--- src/rtl/bsg_manycore_eva_to_npa_pipe.sv ---
// Two-stage EVA->NPA translator: S1 captures the request and its address class,
// S2 holds the translated NPA. Tile-group shape, DRAM mode and DMEM base are runtime registers.
module bsg_manycore_eva_to_npa_pipe #(
  parameter int unsigned x_cord_width_p               = 6,
  parameter int unsigned y_cord_width_p               = 6,
  parameter int unsigned addr_width_p                 = 28,
  parameter int unsigned num_tiles_x_p                = 16,
  parameter int unsigned num_tiles_y_p                = 8,
  parameter int unsigned vcache_block_size_in_words_p = 8,
  parameter int unsigned vcache_size_p                = 4096,
  parameter int unsigned tag_width_p                  = 4
) (
  input  logic                      clk_i,
  input  logic                      reset_i,

  input  logic                      v_i,
  output logic                      ready_o,
  input  logic [31:0]               eva_i,
  input  logic [tag_width_p-1:0]    tag_i,
  input  logic [x_cord_width_p-1:0] tgo_x_i,
  input  logic [y_cord_width_p-1:0] tgo_y_i,

  input  logic                      cfg_v_i,
  output logic                      cfg_ready_o,
  input  logic [2:0]                cfg_lg_tg_x_i,
  input  logic [2:0]                cfg_lg_tg_y_i,
  input  logic                      cfg_dram_enable_i,
  input  logic [15:0]               cfg_dmem_base_i,

  output logic                      v_o,
  input  logic                      yumi_i,
  output logic [x_cord_width_p-1:0] x_cord_o,
  output logic [y_cord_width_p-1:0] y_cord_o,
  output logic [addr_width_p-1:0]   epa_o,
  output logic [tag_width_p-1:0]    tag_o,
  output logic                      invalid_o,
  output logic [15:0]               invalid_count_o
);

  localparam int unsigned lg_blk_lp   = $clog2(vcache_block_size_in_words_p);
  localparam int unsigned lg_nx_lp    = $clog2(num_tiles_x_p);
  localparam int unsigned lg_bank_lp  = lg_nx_lp + 1;
  localparam int unsigned lg_vc_lp    = $clog2(vcache_size_p);
  localparam int unsigned dram_y_lp   = num_tiles_y_p + 1;
  localparam int unsigned word_w_lp   = 29;
  localparam logic [31:0] blk_mask_lp = 32'(vcache_block_size_in_words_p - 1);
  localparam logic [31:0] vc_mask_lp  = 32'(vcache_size_p - 1);

  typedef enum logic [2:0] {
    e_cls_invalid,
    e_cls_dram,
    e_cls_global,
    e_cls_tg,
    e_cls_shared
  } eva_class_e;

  // Byte-offset bits of the EVA carry no information for word translation.
  logic unused_eva_bits;
  assign unused_eva_bits = ^eva_i[1:0];

  eva_class_e                in_class;
  eva_class_e                s1_class;
  logic                      s1_v;
  logic [word_w_lp-1:0]      s1_word;   // eva[30:2]
  logic [tag_width_p-1:0]    s1_tag;
  logic [x_cord_width_p-1:0] s1_tgo_x;
  logic [y_cord_width_p-1:0] s1_tgo_y;

  logic [2:0]                cfg_lg_tg_x_r;
  logic [2:0]                cfg_lg_tg_y_r;
  logic                      cfg_dram_enable_r;
  logic [15:0]               cfg_dmem_base_r;

  logic                      s2_en;
  logic                      cfg_we;

  logic [x_cord_width_p-1:0] tr_x;
  logic [y_cord_width_p-1:0] tr_y;
  logic [addr_width_p-1:0]   tr_epa;
  logic                      tr_invalid;

  logic [3:0]                sh_h;
  logic [31:0]               sh_w;
  logic [31:0]               sh_s;
  logic [31:0]               sh_mask_x;
  logic [31:0]               sh_mask_y;
  logic [31:0]               sh_local;
  logic [lg_bank_lp-1:0]     dram_bank;
  logic [31:0]               dram_word;

  assign s2_en       = ~v_o | yumi_i;
  assign ready_o     = ~s1_v | s2_en;
  assign cfg_ready_o = ~v_i & ~s1_v & ~v_o;
  assign cfg_we      = cfg_v_i & cfg_ready_o;

  // Address class, highest priority first.
  always_comb begin
    in_class = e_cls_invalid;
    if (eva_i[31])                   in_class = e_cls_dram;
    else if (eva_i[30])              in_class = e_cls_global;
    else if (eva_i[29])              in_class = e_cls_tg;
    else if (eva_i[28:27] == 2'b01)  in_class = e_cls_shared;
  end

  always_ff @(posedge clk_i or posedge reset_i) begin
    if (reset_i) begin
      cfg_lg_tg_x_r     <= 3'd2;
      cfg_lg_tg_y_r     <= 3'd2;
      cfg_dram_enable_r <= 1'b1;
      cfg_dmem_base_r   <= 16'h0400;
    end else if (cfg_we) begin
      cfg_lg_tg_x_r     <= cfg_lg_tg_x_i;
      cfg_lg_tg_y_r     <= cfg_lg_tg_y_i;
      cfg_dram_enable_r <= cfg_dram_enable_i;
      cfg_dmem_base_r   <= cfg_dmem_base_i;
    end
  end

  always_ff @(posedge clk_i or posedge reset_i) begin
    if (reset_i) begin
      s1_v     <= 1'b0;
      s1_word  <= '0;
      s1_tag   <= '0;
      s1_tgo_x <= '0;
      s1_tgo_y <= '0;
      s1_class <= e_cls_invalid;
    end else if (ready_o) begin
      s1_v <= v_i;
      if (v_i) begin
        s1_word  <= eva_i[30:2];
        s1_tag   <= tag_i;
        s1_tgo_x <= tgo_x_i;
        s1_tgo_y <= tgo_y_i;
        s1_class <= in_class;
      end
    end
  end

  // Translation of the S1 request into an NPA.
  always_comb begin
    sh_h      = s1_word[24:21];
    sh_w      = 32'(s1_word[20:0]);
    sh_s      = sh_w >> sh_h;
    sh_mask_x = (32'd1 << cfg_lg_tg_x_r) - 32'd1;
    sh_mask_y = (32'd1 << cfg_lg_tg_y_r) - 32'd1;
    sh_local  = ((sh_w >> (32'(sh_h) + 32'(cfg_lg_tg_x_r) + 32'(cfg_lg_tg_y_r))) << sh_h)
              | (sh_w & ((32'd1 << sh_h) - 32'd1));
    dram_bank = s1_word[lg_blk_lp +: lg_bank_lp];
    dram_word = ((32'(s1_word) >> (lg_blk_lp + lg_bank_lp)) << lg_blk_lp)
              | (32'(s1_word) & blk_mask_lp);

    tr_x       = '0;
    tr_y       = '0;
    tr_epa     = '0;
    tr_invalid = 1'b0;

    case (s1_class)
      e_cls_global: begin
        tr_x   = x_cord_width_p'(s1_word[21:16]);
        tr_y   = y_cord_width_p'(s1_word[27:22]);
        tr_epa = addr_width_p'(s1_word[15:0]);
      end
      e_cls_tg: begin
        tr_x   = s1_tgo_x + x_cord_width_p'(s1_word[21:16]);
        tr_y   = s1_tgo_y + y_cord_width_p'(s1_word[26:22]);
        tr_epa = addr_width_p'(s1_word[15:0]);
      end
      e_cls_shared: begin
        tr_x   = s1_tgo_x + x_cord_width_p'(sh_s & sh_mask_x);
        tr_y   = s1_tgo_y + y_cord_width_p'((sh_s >> cfg_lg_tg_x_r) & sh_mask_y);
        tr_epa = addr_width_p'(32'(cfg_dmem_base_r) + sh_local);
      end
      e_cls_dram: begin
        if (cfg_dram_enable_r) begin
          tr_x   = x_cord_width_p'(dram_bank[lg_nx_lp-1:0]);
          tr_y   = dram_bank[lg_bank_lp-1] ? y_cord_width_p'(dram_y_lp) : '0;
          tr_epa = addr_width_p'(dram_word) & {1'b0, {(addr_width_p-1){1'b1}}};
        end else if (s1_word[28]) begin
          tr_x   = '0;
          tr_y   = y_cord_width_p'(1);
          tr_epa = {1'b1, s1_word[addr_width_p-2:0]};
        end else begin
          tr_x   = s1_word[lg_vc_lp +: x_cord_width_p];
          tr_y   = s1_word[lg_vc_lp + x_cord_width_p] ? y_cord_width_p'(dram_y_lp) : '0;
          tr_epa = addr_width_p'(32'(s1_word) & vc_mask_lp);
        end
      end
      default: tr_invalid = 1'b1;
    endcase
  end

  always_ff @(posedge clk_i or posedge reset_i) begin
    if (reset_i) begin
      v_o       <= 1'b0;
      x_cord_o  <= '0;
      y_cord_o  <= '0;
      epa_o     <= '0;
      tag_o     <= '0;
      invalid_o <= 1'b0;
    end else if (s2_en) begin
      v_o <= s1_v;
      if (s1_v) begin
        x_cord_o  <= tr_x;
        y_cord_o  <= tr_y;
        epa_o     <= tr_epa;
        tag_o     <= s1_tag;
        invalid_o <= tr_invalid;
      end
    end
  end

  // Saturating count of invalid responses actually handed off.
  always_ff @(posedge clk_i or posedge reset_i) begin
    if (reset_i) begin
      invalid_count_o <= '0;
    end else if (v_o & yumi_i & invalid_o & (invalid_count_o != 16'hFFFF)) begin
      invalid_count_o <= invalid_count_o + 16'd1;
    end
  end

endmodule

--- config.mk ---
export PLATFORM = sky130hd
export DESIGN_NAME = bsg_manycore_eva_to_npa_pipe
export DESIGN_NICKNAME = d
export VERILOG_FILES = /design/src/rtl/bsg_manycore_eva_to_npa_pipe.sv
export SDC_FILE = /design/constraint.sdc
export NUM_CORES = 1
export LEC_CHECK = 0
export ABC_AREA = 1
export CAP_MARGIN = 20
export CORE_MARGIN = 2
export CORE_UTILIZATION = 55
export DETAILED_ROUTE_END_ITERATION = 10
export PLACE_DENSITY = 0.83
export SYNTH_ARGS = -nofsm -noshare
export SYNTH_HDL_FRONTEND = slang
export SYNTH_SLANG_ARGS = --single-unit
export TNS_END_PERCENT = 100
--- constraint.sdc ---
create_clock -name clk_i -period 11.25 [get_ports clk_i]
set_input_delay 1.125 -clock clk_i [delete_from_list [all_inputs] [get_ports clk_i]]
set_output_delay 1.125 -clock clk_i [all_outputs]
set_load 0.02 [all_outputs]
# ---- Word-level counts from Yosys, hierarchy flattened
# Index checks and enable logic that the tools add are counted.
dict set report word_totals {
  out_inout_bits 64
  reg_bits 134
  input_bits 76
}
dict set report op_classes {
  n_reduce_logical 4
  shifts 7
  add_sub_neg 11
  bitwise 16
  eq_ne 6
  muxes 16
}
# op count
set ops {}
lappend ops {{one-hot mux 28 bit (3 select lines)} 1}
lappend ops {{two-way mux 28 bit} 2}
lappend ops {{one-hot mux 6 bit (4 select lines)} 2}
lappend ops {{<< shifter 32 x 4 -> 28 bit} 1}
lappend ops {{right shift 21 x 4 -> 32 bit} 1}
lappend ops {{right shift 21 x 6 -> 32 bit} 1}
lappend ops {{right shift 32 x 3 -> 6 bit} 1}
lappend ops {{adder 16 x 28 -> 28 bit} 1}
lappend ops {{bitwise AND 21 x 28 -> 28 bit} 1}
lappend ops {{OR 28 bit} 1}
lappend ops {{<< shifter 1 x 4 -> 28 bit (first input constant)} 1}
lappend ops {{subtractor 28 x 1 -> 28 bit (second input constant)} 1}
lappend ops {{OR 24 x 3 -> 24 bit} 1}
lappend ops {{adder 6 bit} 3}
lappend ops {{adder 16 x 1 -> 16 bit (second input constant)} 1}
lappend ops {{two-way mux 4 bit} 4}
lappend ops {{!= test 16 bit (second input constant)} 1}
lappend ops {{bitwise AND 6 bit} 2}
lappend ops {{two-way mux 3 bit} 4}
lappend ops {{two-way mux 6 bit} 2}
lappend ops {{<< shifter 1 x 3 -> 6 bit (first input constant)} 2}
lappend ops {{subtractor 6 x 1 -> 6 bit (second input constant)} 2}
lappend ops {{adder 5 x 3 -> 6 bit} 1}
lappend ops {{adder 6 x 5 -> 6 bit} 1}
lappend ops {{other kinds (12)} 22}

# ---- Logic depth before layout (Yosys ltp)
dict set report depth {
  ltp_word 7
  depth_mapped 39
  depth_no_buf 34
}

# ---- Worst setup path after synthesis
# OpenSTA, ideal clock, no wires.
dict set report synth_timing {
  path_type {reg2reg}
  startpoint {register s1_word[22]}
  endpoint {register epa_o[26]}
  path_stages_with_launch 39
  setup_ps 117
  arrival_time_ps 5573
  path_slack_ps 5561
  path_buffers 5
  synth_period_minus_slack_ps 5689
  t_required_ps 11133
  cell_sequence {dfrtp_1 buf_2 clkinv_1 buf_2 buf_1 fa_1 inv_1 ha_1 inv_1 fa_1 buf_2 inv_1 buf_2 nand3_1 nand2_1 o311ai_1 nand2_1 nand2_1 [3 not listed] ha_1 inv_1 o21bai_1 a31oi_1 o21ai_0 nand2_1 nand2_1 inv_1 o21ai_0 nand3_2 nor2_4 nand2_2 nand2_2 nand2_1 nand2_1 nand2_1 nand2_1 nand2_1}
}
dict set report synth_via {
  elab_chain_cells 7
  word_cells_on_any_way 10
  cone_classes {4 x add/sub; 3 x shift; 1 x mux; 2 x bitwise}
}
# element line
set synth_lines {}
lappend synth_lines {{from (decl)} 64} ;# logic [word_w_lp-1:0] s1_word;
lappend synth_lines {{from (signal assigned)} 130} ;# s1_word <= eva_i[30:2];
lappend synth_lines {{adder 4 x 3 -> 5 bit} 146} ;# sh_local = ((sh_w >> (32'(sh_h) + 32'(cfg_lg_tg_x_r) + 32'(cfg_lg_tg_y_r))) << sh_h)
lappend synth_lines {{adder 5 x 3 -> 6 bit} 146}
lappend synth_lines {{right shift 21 x 6 -> 32 bit} 146}
lappend synth_lines {{<< shifter 32 x 4 -> 28 bit} 146}
lappend synth_lines {{OR 28 bit *} 147} ;# | (sh_w & ((32'd1 << sh_h) - 32'd1));
lappend synth_lines {{adder 16 x 28 -> 28 bit *} 171} ;# tr_epa = addr_width_p'(32'(cfg_dmem_base_r) + sh_local);
lappend synth_lines {{one-hot mux 28 bit (3 select lines) *} 157} ;# case (s1_class)
lappend synth_lines {{to (signal assigned)} 205} ;# epa_o <= tr_epa;
lappend synth_lines {{to (decl)} 34} ;# output logic [addr_width_p-1:0] epa_o,
# Mark *: on every way between the ends. The rest lies on a longest branch, timed or not.
# A chain may end at the register's enable or synchronous reset.

# ---- Worst setup path after layout
dict set report layout_timing {
  startpoint {register cfg_lg_tg_x_r[1]}
  endpoint {register epa_o[26]}
}
dict set report layout_via {
  elab_chain_cells 7
}
# element line
set layout_lines {}
lappend layout_lines {{from (decl)} 69} ;# logic [2:0] cfg_lg_tg_x_r;
lappend layout_lines {{from (signal assigned)} 112} ;# cfg_lg_tg_x_r <= cfg_lg_tg_x_i;
lappend layout_lines {{adder 4 x 3 -> 5 bit} 146}
lappend layout_lines {{adder 5 x 3 -> 6 bit} 146}
lappend layout_lines {{right shift 21 x 6 -> 32 bit} 146}
lappend layout_lines {{<< shifter 32 x 4 -> 28 bit} 146}
lappend layout_lines {{OR 28 bit} 147}
lappend layout_lines {{adder 16 x 28 -> 28 bit} 171}
lappend layout_lines {{one-hot mux 28 bit (3 select lines)} 157}
# No other way between the ends.

==> impl_metrics.json <==
{
  "run_status": "finished clean",
  "vias": 11993,
  "cts_root_buf": "clkbuf_16",
  "cts.sinks": 134,
  "yosys.area.top_type": "dfrtp_1",
  "hold_viol_final": 0,
  "antennaDiodeCount": 0,
  "drive_gt1_share_pct": 7.262,
  "swShare_pct": 56.35,
  "dp_hpwl_mm": 28.66,
  "ys_async_sr_fraction_pct": 100.0,
  "initial_core_util_pct": 55.95,
  "synth_area_mm2": 0.01085,
  "synth_top_cell_area_share_pct": 29.97,
  "num_rows": 51,
  "grt_pass1_vias": 11117,
  "fin_crit_sh_pct": 75.60,
  "yosysSeqAreaShare_pct": 30.94,
  "cp.required_ps": 11570,
  "hold_buffers": 0,
  "netlist_instances": 1627,
  "fmax_ghz": 0.1176,
  "finalClockSkew_ps": 10.93,
  "tns_ps": 0,
  "cp_slowest_stage_delay_ps": 990,
  "post-route-drc-count": 0,
  "ys_ff_latch": 134,
  "power.total_mw": 4.136,
  "synth_area_per_cell_um2": 6.671,
  "critical_path.slowest_cell": "fa_1",
  "slew_violations": 0,
  "synth_area_leaders": "dfrtp_1 (30%), nand2_1 (18%), nand3_1 (9.4%)",
  "cts_buffers": 17,
  "grt-ovfl-total": 0,
  "synth_top_flop_cell": "dfrtp_1",
  "cts_max_level": 4,
  "cts_tree": "done",
  "gp_congestion": 1.051,
  "drtIter0Drc": 1398,
  "grt_pass1_wl_mm": 59.31,
  "clockPowerShare_pct": 13.7,
  "clkLatencyLatePin_ps": 430,
  "wire_per_inst_um": 19.36,
  "fin_nets": 1839,
  "routed_wl_mm": 38.72,
  "hp-class": "reg2reg",
  "worstMarginPinSlew_ps": 994.4,
  "track_usage_pct": 37.30,
  "seq_area_mm2": 0.003359,
  "r2r_cells": 33,
  "dr.pass1.iters": 6,
  "area_growth_pct": 19.20,
  "port_buffers": 137,
  "crit_path_start_kind": "register",
  "cp.arrival_ps": 8820,
  "mappedNetlistNets": 1744,
  "die_x_um": 144.5,
  "p_int_mw": 1.805,
  "ir_drop_mv": 0.2316,
  "finalSetupViolCount": 0,
  "powerDensity_mw_per_mm2": 319.7,
  "die_height_um": 144.5,
  "antenna_found_initial": 1,
  "multi_input_area_mm2": 0.006651,
  "io_pins": 140,
  "cts_resized": 0,
  "endpoint_kind": "register",
  "max_slew_margin_pct": 32.66,
  "cp_max_fo": 22,
  "final_antenna_net_count": 0,
  "critical_path_cell_count": 33,
  "synth_warnings": 0,
  "power_frac_seq_pct": 17.4,
  "fin_crit_ps": 8505,
  "cts_setup_buffers": 0,
  "path_buf_inv": 6,
  "p_switching_mw": 2.331,
  "p_leak_nw": 6.142,
  "ys_types": 53,
  "comb_power_share_pct": 68.9,
  "fp.coreArea_mm2": 0.01940,
  "clk_path_buf_depth": 2,
  "cp_top_family": "compound AO/OA/AOI/OAI gates",
  "crit_top_cell": "nand2_1",
  "path_clk_slew_ps": 70,
  "worstSetupPathType": "reg2reg",
  "rsz0062_at_grt": "false",
  "dieArea_mm2": 0.02087,
  "filler_cell_count": 1757,
  "whs_path_depth": 2,
  "synth_edf_count": 0,
  "grt_max_degree": 80,
  "cap_violations": 0,
  "vias_per_cell": 5.997
}
## worst paths after layout
kind / startpoint / end / slack, ps
min in group asynchronous: reset_i / tag_o[3] / 1110
min reg2reg: s1_tag[2] / tag_o[2] / 480
max: cfg_lg_tg_x_r[1] / epa_o[26] / 2740
max reg2reg: cfg_lg_tg_x_r[1] / epa_o[26] / 2740
min: s1_tag[2] / tag_o[2] / 480
max in group asynchronous: reset_i / s1_word[10] / 8760
## power groups by stage
stage	Clock, mW	Combinational [mW]	Sequential (mW)
final	0.567	2.85	0.720
after global routing	0.596	3.12	0.732
after CTS	0.570	2.77	0.715
after detailed placement	0	2.75	0.721
after global placement	0	2.72	0.718
after floorplan	0	2.02	0.742
## layout make-up
class / instances / share of cell area (%)
multi-input combinational: 1284 / 51.41
sequential: 134 / 25.96
timing repair buffer: 151 / 11.47
inverter: 134 / 3.926
clock buffer: 17 / 3.288
tap: 265 / 2.563
clock inverter: 15 / 1.383
## kinds of logic (layout without fill, tap and decap cells)
kind of cell	Yosys count	in the layout	synth area share [%]
multiplexers	20	20	2.029
adder cells (fa/ha/maj)	41	41	5.210
XOR/XNOR	23	23	1.994
buffers and inverters	209	317	7.827
AND/OR/NAND/NOR	883	883	35.35
flip-flops	134	134	30.94
AO/OA/AOI/OAI	317	317	16.65
## Yosys cell counts, drive strengths merged, types with 12 or more instances
cell type	number
nand3	216
inv	125
xor2	13
nor3	14
dfrtp	130
o21ai	174
nor2	97
clkbuf	42
ha	34
a21oi	59
mux2	16
nand2	542
o221ai	17
buf	33
o22ai	22
o211ai	12
## per-layer routing
layer  vias up  part of all wire [%]  GRT usage, %
met3       133                   9.4         7.947
met5         -                     0             0
met1      5518                    40         49.26
met2       687                    45         57.37
met4         0                   5.2         19.93
li1       5655                     -             -
## sequential cells by signal, indices dropped and copies added, names as in the netlist
name	cells
cfg_dmem_base_r	16
tag_o	4
cfg_lg_tg_y_r	3
s1_word	29
invalid_count_o	16
s1_v	1
s1_tgo_y	6
s1_class	3
s1_tgo_x	6
epa_o	28
cfg_lg_tg_x_r	3
y_cord_o	6
s1_tag	4
v_o	1
invalid_o	1
x_cord_o	6
cfg_dram_enable_r	1
## tightest hold or removal path: cells and delay by family, from the launching register on
family,cells,cell delay (ps)
flip-flops,1,350
AND/OR/NAND/NOR,2,100
## placed cells by master (no fill, tap or decap), types with 17 or more instances in the layout
cell and n:
nand3_1 204, o22ai_1 22, clkbuf_16 17, dfrtp_1 129
o221ai_1 17, a21oi_1 57, o21ai_0 161, nor2_1 89
inv_1 115, nand2_1 525, clkdlybuf4s50_1 137, ha_1 34
## per-stage QoR
stage / worst slack (ps) / util [%] / hold slack [ps] / cells / instance area (um^2)
6_report: 2745 / 66.70 / 479.1 / 2000 / 12940
5_1_grt: 2276 / 66.70 / 502.6 / 2000 / 12940
3_3_place_gp: 3148 / 63.51 / 448.3 / 1967 / 12320
2_1_floorplan: 5561 / - / 442.2 / 1627 / 10850
3_5_place_dp: 3119 / 63.51 / 464.3 / 1967 / 12320
4_1_cts: 3063 / 66.62 / 480.6 / 1999 / 12920
No activity file was read; power rests on OpenSTA's default activity.
